--- src/rtl/control_fsm_if.sv ---
// control_fsm_if: instruction/data memory handshake plus datapath control bundle for the Tron sequencer
interface control_fsm_if #(
    parameter int WIDTH   = 16,
    parameter int REGBITS = 4
);
    logic               instr_valid;
    logic [15:0]        instr_data;
    logic               mem_ready;
    logic               instr_req;
    logic               mem_req;
    logic [7:0]         instructionOp;
    logic [WIDTH-1:0]   immediate;
    logic [REGBITS-1:0] regAddA;
    logic [REGBITS-1:0] regAddB;
    logic [3:0]         ALUOp;
    logic [1:0]         shiftOp;
    logic [2:0]         busOp;
    logic               immMUX;
    logic               regWrite;
    logic               memWrite;
    logic               flagWrite;
    logic [3:0]         flagOp;
    logic               pcAdd;
    logic               pcJump;
    logic               pcBranch;
    logic               halted;

    modport master (
        input  instr_valid, instr_data, mem_ready,
        output instr_req, mem_req, instructionOp, immediate, regAddA, regAddB, ALUOp, shiftOp,
               busOp, immMUX, regWrite, memWrite, flagWrite, flagOp, pcAdd, pcJump, pcBranch, halted
    );

    modport slave (
        output instr_valid, instr_data, mem_ready,
        input  instr_req, mem_req, instructionOp, immediate, regAddA, regAddB, ALUOp, shiftOp,
               busOp, immMUX, regWrite, memWrite, flagWrite, flagOp, pcAdd, pcJump, pcBranch, halted
    );
endinterface

--- src/rtl/control_fsm.sv ---
// control_fsm: multicycle fetch/decode/execute sequencer driving every Tron datapath strobe
module control_fsm #(
    parameter int WIDTH   = 16,
    parameter int REGBITS = 4
) (
    input logic           clk,
    input logic           reset,
    control_fsm_if.master bus
);
    typedef enum logic [2:0] {FETCH, DECODE, EXEC, MEM, WB, HALT} stateType;

    stateType    state, nextState;
    logic [15:0] ir, nextIr;
    logic [3:0]  op, nextOp;
    logic        inExec, isAlu;
    logic        instrReq, memReq, storPending, regWrite, flagWrite, pcAddReg, pcJump, pcBranch, halted;

    assign op     = ir[15:12];
    assign nextIr = (state == FETCH && bus.instr_valid) ? bus.instr_data : ir;
    assign nextOp = nextIr[15:12];
    assign inExec = nextState == EXEC;
    assign isAlu  = nextOp <= 4'h8 || nextOp == 4'hB;

    // Next-state selection; memory and fetch handshakes only matter in their own states
    always_comb begin
        nextState = state;
        case (state)
            FETCH:   if (bus.instr_valid) nextState = DECODE;
            DECODE:  if (op == 4'h9 || op == 4'hA) nextState = MEM;
                     else if (op == 4'hF) nextState = HALT;
                     else nextState = EXEC;
            EXEC:    nextState = FETCH;
            MEM:     if (bus.mem_ready) begin
                         if (op == 4'hA) nextState = FETCH;
                         else nextState = WB;
                     end
            WB:      nextState = FETCH;
            default: nextState = state;
        endcase
    end

    // State, instruction register and strobes registered from the state being entered
    always_ff @(posedge clk) begin
        if (reset) begin
            state       <= FETCH;
            ir          <= '0;
            instrReq    <= 1'b0;
            memReq      <= 1'b0;
            storPending <= 1'b0;
            regWrite    <= 1'b0;
            flagWrite   <= 1'b0;
            pcAddReg    <= 1'b0;
            pcJump      <= 1'b0;
            pcBranch    <= 1'b0;
            halted      <= 1'b0;
        end else begin
            state       <= nextState;
            ir          <= nextIr;
            instrReq    <= nextState == FETCH;
            memReq      <= nextState == MEM;
            storPending <= nextState == MEM && nextOp == 4'hA;
            regWrite    <= (inExec && isAlu) || nextState == WB;
            flagWrite   <= inExec && nextOp <= 4'h7;
            pcAddReg    <= (inExec && (isAlu || nextOp == 4'hE)) || nextState == WB;
            pcJump      <= inExec && nextOp == 4'hD;
            pcBranch    <= inExec && nextOp == 4'hC;
            halted      <= nextState == HALT;
        end
    end

    // A store commits, and the PC advances, only in the cycle memory acknowledges it
    assign bus.memWrite      = storPending & bus.mem_ready;
    assign bus.pcAdd         = pcAddReg | (storPending & bus.mem_ready);
    assign bus.instr_req     = instrReq;
    assign bus.mem_req       = memReq;
    assign bus.regWrite      = regWrite;
    assign bus.flagWrite     = flagWrite;
    assign bus.pcJump        = pcJump;
    assign bus.pcBranch      = pcBranch;
    assign bus.halted        = halted;
    assign bus.instructionOp = ir[15:8];
    assign bus.regAddA       = REGBITS'(ir[3:0]);
    assign bus.regAddB       = REGBITS'(ir[11:8]);
    assign bus.flagOp        = ir[11:8];
    assign bus.ALUOp         = op == 4'h0 ? ir[7:4] : op <= 4'h7 ? {1'b0, op[2:0]} : 4'h0;
    assign bus.shiftOp       = op == 4'h8 ? ir[5:4] : 2'd0;
    assign bus.immMUX        = op == 4'h8 ? ir[6] : ((op != 4'h0 && op <= 4'h7) || op == 4'hB);
    assign bus.busOp         = op == 4'h8 ? 3'd3 : op == 4'h9 ? 3'd1 : op == 4'hB ? 3'd0 :
                               (op == 4'hC || op == 4'hD) ? 3'd4 : 3'd2;
    assign bus.immediate     = op == 4'h8 ? WIDTH'(ir[3:0]) : op == 4'hD ? WIDTH'(ir[7:0]) :
                               {{(WIDTH-8){ir[7]}}, ir[7:0]};
endmodule

--- src/flat_wrapper.sv ---
// flat-port wrapper written by rule: the top's interface ports become plain ports
module control_fsm_flat 
#(
    parameter int WIDTH   = 16,
    parameter int REGBITS = 4
)
  (clk, reset, bus_instr_valid, bus_instr_data, bus_mem_ready, bus_instr_req, bus_mem_req, bus_instructionOp, bus_immediate, bus_regAddA, bus_regAddB, bus_ALUOp, bus_shiftOp, bus_busOp, bus_immMUX, bus_regWrite, bus_memWrite, bus_flagWrite, bus_flagOp, bus_pcAdd, bus_pcJump, bus_pcBranch, bus_halted);
  control_fsm_if #(.WIDTH(WIDTH), .REGBITS(REGBITS)) bus_i ();
  input logic clk;
  input logic reset;
  input wire logic [$bits(bus_i.instr_valid)-1:0] bus_instr_valid;
  input wire logic [$bits(bus_i.instr_data)-1:0] bus_instr_data;
  input wire logic [$bits(bus_i.mem_ready)-1:0] bus_mem_ready;
  output wire logic [$bits(bus_i.instr_req)-1:0] bus_instr_req;
  output wire logic [$bits(bus_i.mem_req)-1:0] bus_mem_req;
  output wire logic [$bits(bus_i.instructionOp)-1:0] bus_instructionOp;
  output wire logic [$bits(bus_i.immediate)-1:0] bus_immediate;
  output wire logic [$bits(bus_i.regAddA)-1:0] bus_regAddA;
  output wire logic [$bits(bus_i.regAddB)-1:0] bus_regAddB;
  output wire logic [$bits(bus_i.ALUOp)-1:0] bus_ALUOp;
  output wire logic [$bits(bus_i.shiftOp)-1:0] bus_shiftOp;
  output wire logic [$bits(bus_i.busOp)-1:0] bus_busOp;
  output wire logic [$bits(bus_i.immMUX)-1:0] bus_immMUX;
  output wire logic [$bits(bus_i.regWrite)-1:0] bus_regWrite;
  output wire logic [$bits(bus_i.memWrite)-1:0] bus_memWrite;
  output wire logic [$bits(bus_i.flagWrite)-1:0] bus_flagWrite;
  output wire logic [$bits(bus_i.flagOp)-1:0] bus_flagOp;
  output wire logic [$bits(bus_i.pcAdd)-1:0] bus_pcAdd;
  output wire logic [$bits(bus_i.pcJump)-1:0] bus_pcJump;
  output wire logic [$bits(bus_i.pcBranch)-1:0] bus_pcBranch;
  output wire logic [$bits(bus_i.halted)-1:0] bus_halted;
  assign bus_i.instr_valid = bus_instr_valid;
  assign bus_i.instr_data = bus_instr_data;
  assign bus_i.mem_ready = bus_mem_ready;
  assign bus_instr_req = bus_i.instr_req;
  assign bus_mem_req = bus_i.mem_req;
  assign bus_instructionOp = bus_i.instructionOp;
  assign bus_immediate = bus_i.immediate;
  assign bus_regAddA = bus_i.regAddA;
  assign bus_regAddB = bus_i.regAddB;
  assign bus_ALUOp = bus_i.ALUOp;
  assign bus_shiftOp = bus_i.shiftOp;
  assign bus_busOp = bus_i.busOp;
  assign bus_immMUX = bus_i.immMUX;
  assign bus_regWrite = bus_i.regWrite;
  assign bus_memWrite = bus_i.memWrite;
  assign bus_flagWrite = bus_i.flagWrite;
  assign bus_flagOp = bus_i.flagOp;
  assign bus_pcAdd = bus_i.pcAdd;
  assign bus_pcJump = bus_i.pcJump;
  assign bus_pcBranch = bus_i.pcBranch;
  assign bus_halted = bus_i.halted;
  control_fsm #(.WIDTH(WIDTH), .REGBITS(REGBITS)) u_core (.clk(clk), .reset(reset), .bus(bus_i));
endmodule
--- config.mk ---
export PLATFORM = sky130hd
export DESIGN_NAME = control_fsm_flat
export DESIGN_NICKNAME = d
export VERILOG_FILES = /design/src/rtl/control_fsm_if.sv /design/src/rtl/control_fsm.sv /design/src/flat_wrapper.sv
export SDC_FILE = /design/constraint.sdc
export NUM_CORES = 1
export LEC_CHECK = 0
export CAP_MARGIN = 30
export CORE_ASPECT_RATIO = 1.75
export CORE_UTILIZATION = 44
export DETAILED_ROUTE_END_ITERATION = 12
export GPL_TIMING_DRIVEN = 0
export PLACE_DENSITY = 0.84
export REMOVE_ABC_BUFFERS = 1
export SETUP_SLACK_MARGIN = 0.5
export SLEW_MARGIN = 20
export SYNTH_ARGS = -nofsm -noshare
export SYNTH_HDL_FRONTEND = slang
export SYNTH_SLANG_ARGS = --single-unit
--- constraint.sdc ---
create_clock -name clk -period 3.4 [get_ports clk]
set_input_delay 0.51 -clock clk [delete_from_list [all_inputs] [get_ports clk]]
set_output_delay 0.51 -clock clk [all_outputs]
set_load 0.01 [all_outputs]
==> results of run 1 <==
## state kept, by name (all words and copies together) (netlist names)
signal	flops
u_core.ir	16
u_core.state	3
u_core.bus.flagWrite	1
u_core.bus.halted	1
u_core.bus.instr_req	1
u_core.bus.mem_req	1
u_core.bus.pcBranch	1
u_core.bus.pcJump	1
u_core.bus.regWrite	1
u_core.pcAddReg	1
u_core.storPending	1
## timing repair
| action | in CTS | in global routing |
|---|---|---|
| gates resized for setup | 2 | 4 |
| setup endpoints to repair | 8 | 8 |
| pin swaps | 0 | 0 |
## cell families after synthesis
logic type | synth area share, %
AOI/OAI and AO/OA | 13.1
xor gates and xnor gates | 1.07
DFF | 34.3
muxes | 4.36
buffers and inverters | 19.9
and+or+nand+nor | 27.3
## area by class of cell
class	count	share of cell area [%]
timing repair buffer	75	34.1
clock buffer	3	1.87
sequential	28	25.6
clock inverter	1	1.36
inverter	2	0.340
tap	46	2.61
multi-input combinational	123	34.1
## stage by stage
step,cells,total power [mW],area [sq um],util [%],hold slack (ps)
4_1_cts,278,0.846,2200,61.3,473
5_1_grt,278,0.882,2210,61.4,495
6_report,278,0.844,2210,61.4,470
3_5_place_dp,274,0.589,2130,59.2,460
2_1_floorplan,153,0.463,1320,-,434
3_3_place_gp,273,0.584,2120,58.9,456
## layer usage
| layer | share of wire (%) | up-vias |
|---|---|---|
| met1 | 37 | 638 |
| met4 | 1.9 | 0 |
| li1 | - | 699 |
| met3 | 4.4 | 8 |
| met2 | 56 | 55 |
| met5 | 0 | - |
## worst max-delay path: stages, from the launching register on
cell             delay, ps
dfxtp_2                490
nand2b_1               120
nor3_1                 370
nor2b_1                110
a21boi_2               220
clkdlybuf4s50_1        510
## power groups by stage
stage               registers [mW]  logic [mW]  clock network (mW)
finish                       0.372       0.211               0.261
global route                 0.377       0.230               0.275
CTS                          0.371       0.212               0.263
detailed placement           0.379       0.211                   0
global placement             0.378       0.206                   0
floorplan                    0.384      0.0789                   0
## worst paths after layout
check	endpoint	slack (ps)	start	depth (start not counted)
worst max-delay path	bus_immediate[12]	790	u_core.ir[15]	5
worst min-delay path	u_core.ir[7]	470	u_core.ir[7]	2
worst max register to register	u_core.bus.pcBranch	1450	u_core.state[2]	5
worst min register to register	u_core.ir[7]	470	u_core.ir[7]	2
## synth_stat cells, drive strengths merged, types with 2 or more instances
master,instances
a31oi,2
nand3b,2
xor2,2
inv,2
nand2,28
mux2i,6
a21boi,2
clkbuf,4
and3,3
a21oi,18
buf,40
nor3,6
and4,2
nor2b,6
nor2,16
nand2b,4
dfxtp,28
o21ai,4
and2,3
nor4b,2
==> results by group, run 1 <==
Outcome
  – Outcome: completed

Clock tree
  – Clock slew at reported path FFs: about 100 ps
  – CTS H-tree depth: 1
  – Root buffer cell: clkbuf_8
  – CTS Buf Count: 3
  – Clk buf depth: 2
  – Hold buffers post-CTS: 0
  – # clock sinks: 28
  – Clk Latency, worst-skew pair: 270 ps
  – TritonCTS clock tree: yes
  – Post-CTS setup buffers: 0

Timing
  – Fmax: 382 MHz
  – Setup Skew: 6.70 ps
  – Slew Viols, Final: 0
  – Fin crit period: ~2600 ps
  – Setup TNS: 0 ps
  – Fin. Hold Viols: 0
  – Post-route setup slack: 786 ps
  – Final setup fails: 0
  – Actual slew at the worst max-slew pin: 813 ps
  – Final period util: about three quarters
  – RSZ-0062 raised after global routing: false
  – Worst slew margin: a little under half

Finish
  – Reg area: approximately 570 sq um
  – Diodes inserted: 0
  – Fillers: 290
  – Share of layout cells above drive strength 1: 7.76%
  – Final nets: 253
  – Synth-to-layout area growth: 35.0%
  – Commonest non-fill, non-tap cells in the layout: clkdlybuf4s50_1 (74), nand2_1 (28), dfxtp_1 (24), a21oi_1 (18), nor2_1 (16)
  – Commonest non-fill, non-tap cell in the layout: clkdlybuf4s50_1
  – Area occupied by multi-input gates: 753 sq um

Critical path
  – Critical Path End Type: output port
  – WS Path Type: flop to output port
  – Required time worst endpoint: 2890 ps
  – CP arrival: 2100 ps
  – Worst-path fanout max: 17
  – Crit start category: flop

Synthesis
  – Synth top area cells: dfxtp_1 (34%), buf_4 (14%), nand2_1 (6.4%), a21oi_1 (5.5%), mux2i_1 (3.7%)
  – FFs w/ async S/R, synth: 0%
  – Post-synth EDFFs: 0
  – Synth warnings: 0
  – Distinct cells, synth: 41
  – #FFs+latches synth: 28
  – Post-synthesis sequential area ratio: 34.3%
  – Post-synth top flop: dfxtp_1
  – Top cell type's share of synthesized area: 34.3%
  – Synth Instances: ~200
  – Syn_area_per_cell: 8.30 sq um
  – Synthesized area: 1640 sq um
  – Biggest area consumer among synthesized cells: dfxtp_1

Route
  – Final WL: 3730 um
  – Final antenna-violating net count: 0
  – DR DRC count: 0
  – WL/cell: around 13 um
  – DRT Pass-1 Iters: 4
  – Detailed Route Iter0 Violations: 25
  – Vias per cell: 5.04
  – Total number of vias: 1,400

Global routing
  – Pin count of the biggest net entering global routing: 22
  – GRT met3 Usage: 1.74%
  – Initial antenna violation count: 0
  – First-pass GRT wire length: 5500 um
  – GR peak layer: met2
  – Met2 Track Usage GR: a little over a third
  – Vias in the first global route: roughly 1,200
  – Total congestion overflow: 0
  – Tot GR Track Use: 19.0%
  – M1 GR Usage: 19.9%

Die
  – Site Rows: 29
  – Die height: just over 80 um
  – Core region area: roughly 3600 sq um
  – Die outline width: 48.1 um
  – Die Footprint: a little under 4000 sq um
  – Top Ports: 75
  – Starting Density: 45.5%

Pwr
  – Total leakage power: 0.848 nW
  – Sw Share: a little over a quarter
  – Comb pwr share: 25.0%
  – VDD IR-drop max: 0.194 mV
  – Sequential power share: 44.1%
  – Clock power share: 30.9%
  – Pint: approximately 0.62 mW
  – Power per cell area: 382 nW/um^2
  – Psw: 0.219 mW

Worst hold path
  – Worst min path class: flop to flop

Placed design
  – HPWL after DPL: 2760 um
  – Gpl congestion: about 0.86
  – Worst slack at placement: approximately 530 ps
  – Buffers on Ports: 74

Flow run
  – Number of max-cap violations: 0
(Power assumes the default switching activity.)
==> run 2: changes to the inputs <==
CORE_UTILIZATION = 41   (was 44)
PLACE_DENSITY = 0.8   (was 0.84)
clock period = 2.7 ns   (was 3.4 ns; I/O delays follow)
==> run 2 against run 1 <==
Sequential share of layout area is 0.15 points lower. Die area rose by 7.1%. Combinational power grew 29%. Power increased by 18%. Routed wire length is 3.6% higher. Largest cell class is now non-clock buffers. Critical endpoint is now bus_immediate[13]. First-iteration DRC count rose by 12%. Register-to-register slack lost 660 ps. Worst hold slack improved by 5.6 ps. Design area rose by 2.4%. Via count rose by 3.4%. Critical path type unchanged. Clock skew barely moved. Global-route usage shrank 1.7 points.
==> results by group, run 2 (synthesis gave the netlist of run 1 again) <==
Critical path
  – Required time worst endpoint: 2300 ps
  – Crit start category: flop
  – Slowest-stage cell, CP: dfxtp_4
  – Critical Path End Type: output port
  – Worst reg2reg path depth: 3
  – Max stage delay on crit path: 380 ps
  – Crit-path cells: nand2b_1, nor3_2, nor2b_1, a21boi_4, buf_4, dlygate4sd2_1
  – WS Path Type: flop to output port
  – CP arrival: 1740 ps
  – Critical path's top delay family: simple AND/OR/NAND/NOR gates
  – Worst-path fanout max: 7
  – CP Depth: 6
  – Worst Path Buf+Inv: 2

Route
  – Routed wl met2: approximately 2200 um
  – WL/cell: 13.5 um
  – Final antenna-violating net count: 0
  – Vias per cell: 5.06
  – Wire length on met3: approximately 140 um
  – Final WL: about 3900 um
  – Detailed Route Iter0 Violations: 28
  – DRT Pass-1 Iters: 4
  – DR DRC count: 0
  – Total number of vias: 1,447
  – Metal-1 WL: 1460 um
  – Max Used Layer: met4

Finish
  – Commonest non-fill, non-tap cells in the layout: clkdlybuf4s50_1 (63), nand2_1 (28), dfxtp_1 (24), a21oi_1 (18), nor2_1 (16)
  – Share of layout cells above drive strength 1: between 10% and 20%
  – Fin cells: ~290
  – Number of flip-flops in the largest register: 16
  – Fin util: 59.0%
  – Top Registers: u_core.ir x16, u_core.state x3
  – Synth-to-layout area growth: 38.2%
  – Most flop-heavy register: u_core.ir
  – Final nets: 259
  – Diodes inserted: 0
  – Commonest non-fill, non-tap cell in the layout: clkdlybuf4s50_1

Placed design
  – Placed Instances: 276
  – HPWL after DPL: 2780 um
  – Buffers on Ports: 74
  – Gpl congestion: roughly 0.86

Worst hold path
  – Worst min path class: flop to flop
  – WHS Path Cells: 2

Clock tree
  – TritonCTS clock tree: yes
  – # clock sinks: 28
  – Root buffer cell: clkbuf_8
  – Clk buf depth: 2
  – CTS Buf Count: 3
  – Clk Latency, worst-skew pair: 270 ps
  – Hold buffers post-CTS: 0
  – Clock slew at reported path FFs: about 100 ps
  – CTS H-tree depth: 1

Timing
  – RSZ-0062 raised after global routing: true
  – Fin crit period: 2140 ps
  – Slew Viols, Final: 0
  – Setup Skew: 6.47 ps
  – Worst slew margin: 45.7%
  – Fmax: roughly 470 MHz
  – Final setup fails: 0
  – Actual slew at the worst max-slew pin: slightly above 800 ps
  – Fin. Hold Viols: 0
  – Final period util: 79.4%

Die
  – Site Rows: 30
  – Die height: 85.5 um
  – Core region area: 3830 sq um
  – Die outline width: 49.7 um
  – Starting Density: 42.7%
  – Die Footprint: 4260 sq um
  – Top Ports: 75

Global routing
  – First-pass GRT wire length: just under 6000 um
  – Tot GR Track Use: 17.3%
  – Pin count of the biggest net entering global routing: 22
  – Initial antenna violation count: 0
  – Vias in the first global route: 1,310
  – Total congestion overflow: 0

Pwr
  – VDD IR-drop max: approximately 0.27 mV
  – Total leakage power: 0.956 nW
  – Power per cell area: 440 nW/um^2

Outcome
  – Outcome: completed

Flow run
  – Number of max-cap violations: 0
## run 2: changes by cell type in the layout (fill, tap and decap cells not counted), sizes merged
cell           previous run  this run
dlymetal6s2s              0         3
clkbuf                    3         4
dlygate4sd2               0         8
buf                       1         7
bufinv                    1         0
clkdlybuf4s50            74        63
## run 2: what timing repair did
action | CTS | global route
gates cloned | 0 | 0
gates resized for setup | 18 | 6
setup endpoints to repair | 21 | 9
buffers inserted | 2 | 4
## run 2: tightest hold or removal path: stages (launching register included)
cell,delay (ps)
dfxtp_1,330
nand2_1,50
a21oi_1,50
## run 2: metrics by stage
stage / worst slack, ps / setup TNS [ps] / total power [mW] / hold WS [ps] / instance area (sq um)
final: 555 / 0 / 0.995 / 476 / 2260
after global routing: 470 / 0 / 1.04 / 496 / 2260
after CTS: 374 / 0 / 0.995 / 472 / 2210
after detailed placement: -76.3 / -568 / 0.741 / 458 / 2130
after global placement: -206 / -411 / 0.736 / 449 / 2120
after floorplan: -544 / -4360 / 0.583 / 434 / 1320
## run 2: metal layers
layer,track usage (%),vias up
li1,-,713
met2,32.8,49
met5,0,-
met3,2.30,6
met1,18.2,679
met4,7.79,0
## run 2: report_power, final
part / switching (mW) / internal, mW / total (mW) / leakage (nW)
clock network: 0.126 / 0.130 / 0.257 / 0.0288
logic: 0.117 / 0.154 / 0.272 / 0.696
registers: 0.0324 / 0.434 / 0.467 / 0.232
## run 2: worst paths after layout
path	from	endpoint	slack (ps)
worst min-delay path	u_core.ir[3]	u_core.ir[3]	480
worst max-delay path	u_core.ir[14]	bus_immediate[13]	560
worst max register to register	u_core.state[0]	u_core.storPending	790
worst min register to register	u_core.ir[3]	u_core.ir[3]	480
## run 2: cell type report
| type | count | area, sq um |
|---|---|---|
| clock buffers | 4 | 55.1 |
| multi-input cells | 123 | 771 |
| well taps | 48 | 60.1 |
| repair buffers | 81 | 791 |
| fillers | 344 | 1570 |
| inverters | 2 | 7.51 |
| flip-flops and latches | 28 | 576 |
==> run 3: changes to the inputs <==
clock period = 2.2 ns   (was 2.7 ns; I/O delays follow)
==> run 3 against run 2 <==
Clock-buffer cell count did not move. Non-clock buffer count rose by 22. Via count rose by 9.4%. Clock power rose by 23%. Sequential share of layout area fell by 2.1 points. Core utilization rose by 5.9 points. Clock skew rose by 1.1 ps. Highest routed layer unchanged. Routed wire length rose by 23%. Power rose by 30%.
==> results by group, run 3 (synthesis gave the netlist of run 1 again) <==
Finish
  – Top Registers: u_core.ir x16, u_core.state x3
  – Share of layout cells above drive strength 1: 33.1%
  – Fin util: approximately two thirds
  – Synth-to-layout area growth: 52.1%
  – Commonest non-fill, non-tap cell in the layout: clkdlybuf4s50_1
  – Fillers: 297
  – Final nets: 281
  – Number of flip-flops in the largest register: 16
  – Diodes inserted: 0
  – Commonest non-fill, non-tap cells in the layout: clkdlybuf4s50_1 (45), nand2_1 (28), buf_4 (24), dfxtp_1 (21), a21oi_1 (18)
  – Most flop-heavy register: u_core.ir

Timing
  – Actual slew at the worst max-slew pin: 431 ps
  – Fmax: 543 MHz
  – Final setup fails: 0
  – Setup Skew: 7.55 ps
  – Post-route setup slack: 357 ps
  – Final period util: 83.8%
  – Slew Viols, Final: 0
  – Setup TNS: 0 ps
  – Worst slew margin: 71.3%
  – RSZ-0062 raised after global routing: true
  – Fin crit period: 1840 ps
  – Fin. Hold Viols: 0

Die
  – Die Footprint: 4260 sq um
  – Starting Density: 42.7%
  – Top Ports: 75
  – Die height: 85.5 um
  – Core region area: about 3800 sq um
  – Site Rows: 30
  – Die outline width: 49.7 um

Global routing
  – Vias in the first global route: 1,477
  – Total congestion overflow: 0
  – Tot GR Track Use: ~20%
  – Pin count of the biggest net entering global routing: 22
  – Initial antenna violation count: 0
  – First-pass GRT wire length: 6610 um

Route
  – DRT Pass-1 Iters: 4
  – Final WL: 4760 um
  – Vias per cell: 5.14
  – Detailed Route Iter0 Violations: 43
  – WL/cell: 15.5 um
  – Final antenna-violating net count: 0
  – Total number of vias: 1,583
  – DR DRC count: 0

Critical path
  – Worst reg2reg path depth: 6
  – Reg2reg end: u_core.pcAddReg
  – Crit start category: flop
  – R2R Setup Slk: ~540 ps
  – Critical Path End Type: output port
  – Worst r2r src: u_core.ir[12]
  – CP arrival: 1510 ps
  – WS Path Type: flop to output port
  – Required time worst endpoint: 1870 ps
  – Worst-path fanout max: 6

Clock tree
  – # clock sinks: 28
  – Clock slew at reported path FFs: 100 ps
  – TritonCTS clock tree: yes
  – CTS Buf Count: 3
  – Hold buffers post-CTS: 0
  – Clk Latency, worst-skew pair: between 200 and 300 ps
  – CTS H-tree depth: 1
  – Root buffer cell: clkbuf_8
  – Clk buf depth: 2

Pwr
  – VDD IR-drop max: 0.338 mV
  – Total leakage power: 1.09 nW
  – Power per cell area: 521 nW/um^2

Outcome
  – Outcome: completed

Placed design
  – Worst slack at placement: -501 ps
  – HPWL after DPL: around 2800 um
  – Gpl congestion: ~0.86
  – Buffers on Ports: 74

Worst hold path
  – Worst hold start: reset
  – Worst-case hold path end point: u_core.ir[15]
  – WHS Path Cells: 2
  – Worst min path class: input pin to flop

Flow run
  – Number of max-cap violations: 0
## run 3: changes by cell type in the layout (fill, tap and decap cells not counted), sizes merged
cell           change
dlygate4sd2        -3
buf               +38
clkdlybuf4s50     -18
clkbuf             +4
clkdlybuf4s15      +2
dlymetal6s2s       -1
## run 3: how the worst max path moves through the flow
stage                   endpoint  slack (ps)       startpoint  cells after the start
3_3_place_gp     u_core.pcAddReg        -630  bus_instr_valid                      5
2_1_floorplan  bus_immediate[10]        -970    u_core.ir[14]                      4
6_report        bus_immediate[9]         360    u_core.ir[14]                      6
5_1_grt         bus_immediate[9]         300    u_core.ir[14]                      6
4_1_cts         bus_immediate[9]         340    u_core.ir[14]                      6
3_5_place_dp    bus_immediate[9]        -500    u_core.ir[13]                      4
## run 3: per-stage QoR
stage | instance area (sq um) | power, mW | std cells | hold slack (ps)
floorplan | 1320 | 0.715 | 153 | 399
global placement | 2120 | 0.903 | 275 | 449
detailed placement | 2130 | 0.910 | 276 | 458
CTS | 2400 | 1.27 | 300 | 472
global route | 2490 | 1.35 | 308 | 477
finish | 2490 | 1.30 | 308 | 477
## run 3: layer usage
layer / up-vias / global-route usage, % / share of wire [%]
li1: 757 / - / -
met1: 760 / 19.7 / 38
met2: 57 / 39.1 / 56
met3: 9 / 3.01 / 4.4
met4: 0 / 8.05 / 1.4
met5: - / 0 / 0
## run 3: layout make-up
cell class / count / area [sq um] / share of cell area (%)
Tap cell: 48 / 60.1 / 2.41
Sequential cell: 28 / 582 / 23.4
Clock buffer: 4 / 55.1 / 2.21
Inverter: 2 / 7.51 / 0.302
Timing Repair Buffer: 103 / 896 / 36.0
Multi-Input combinational cell: 123 / 887 / 35.7
## run 3: critical path: stages (launching register included)
cell and delay (ps):
dfxtp_4 390, nand2b_4 150, nor3_4 50, nor2b_2 150
a21boi_4 260, buf_6 140, buf_6 100
## run 3: where the power goes
part           internal [mW]  switching (mW)
combinational          0.224           0.191
sequential             0.533          0.0321
clock                  0.160           0.157
## run 3: repair_timing
action / CTS / global route
pin swaps: 2 / 7
resized for setup: 101 / 37
setup buffers: 20 / 7
cloned: 0 / 1
hold endpoints to repair: 0 / 0
setup endpoints to repair: 55 / 29
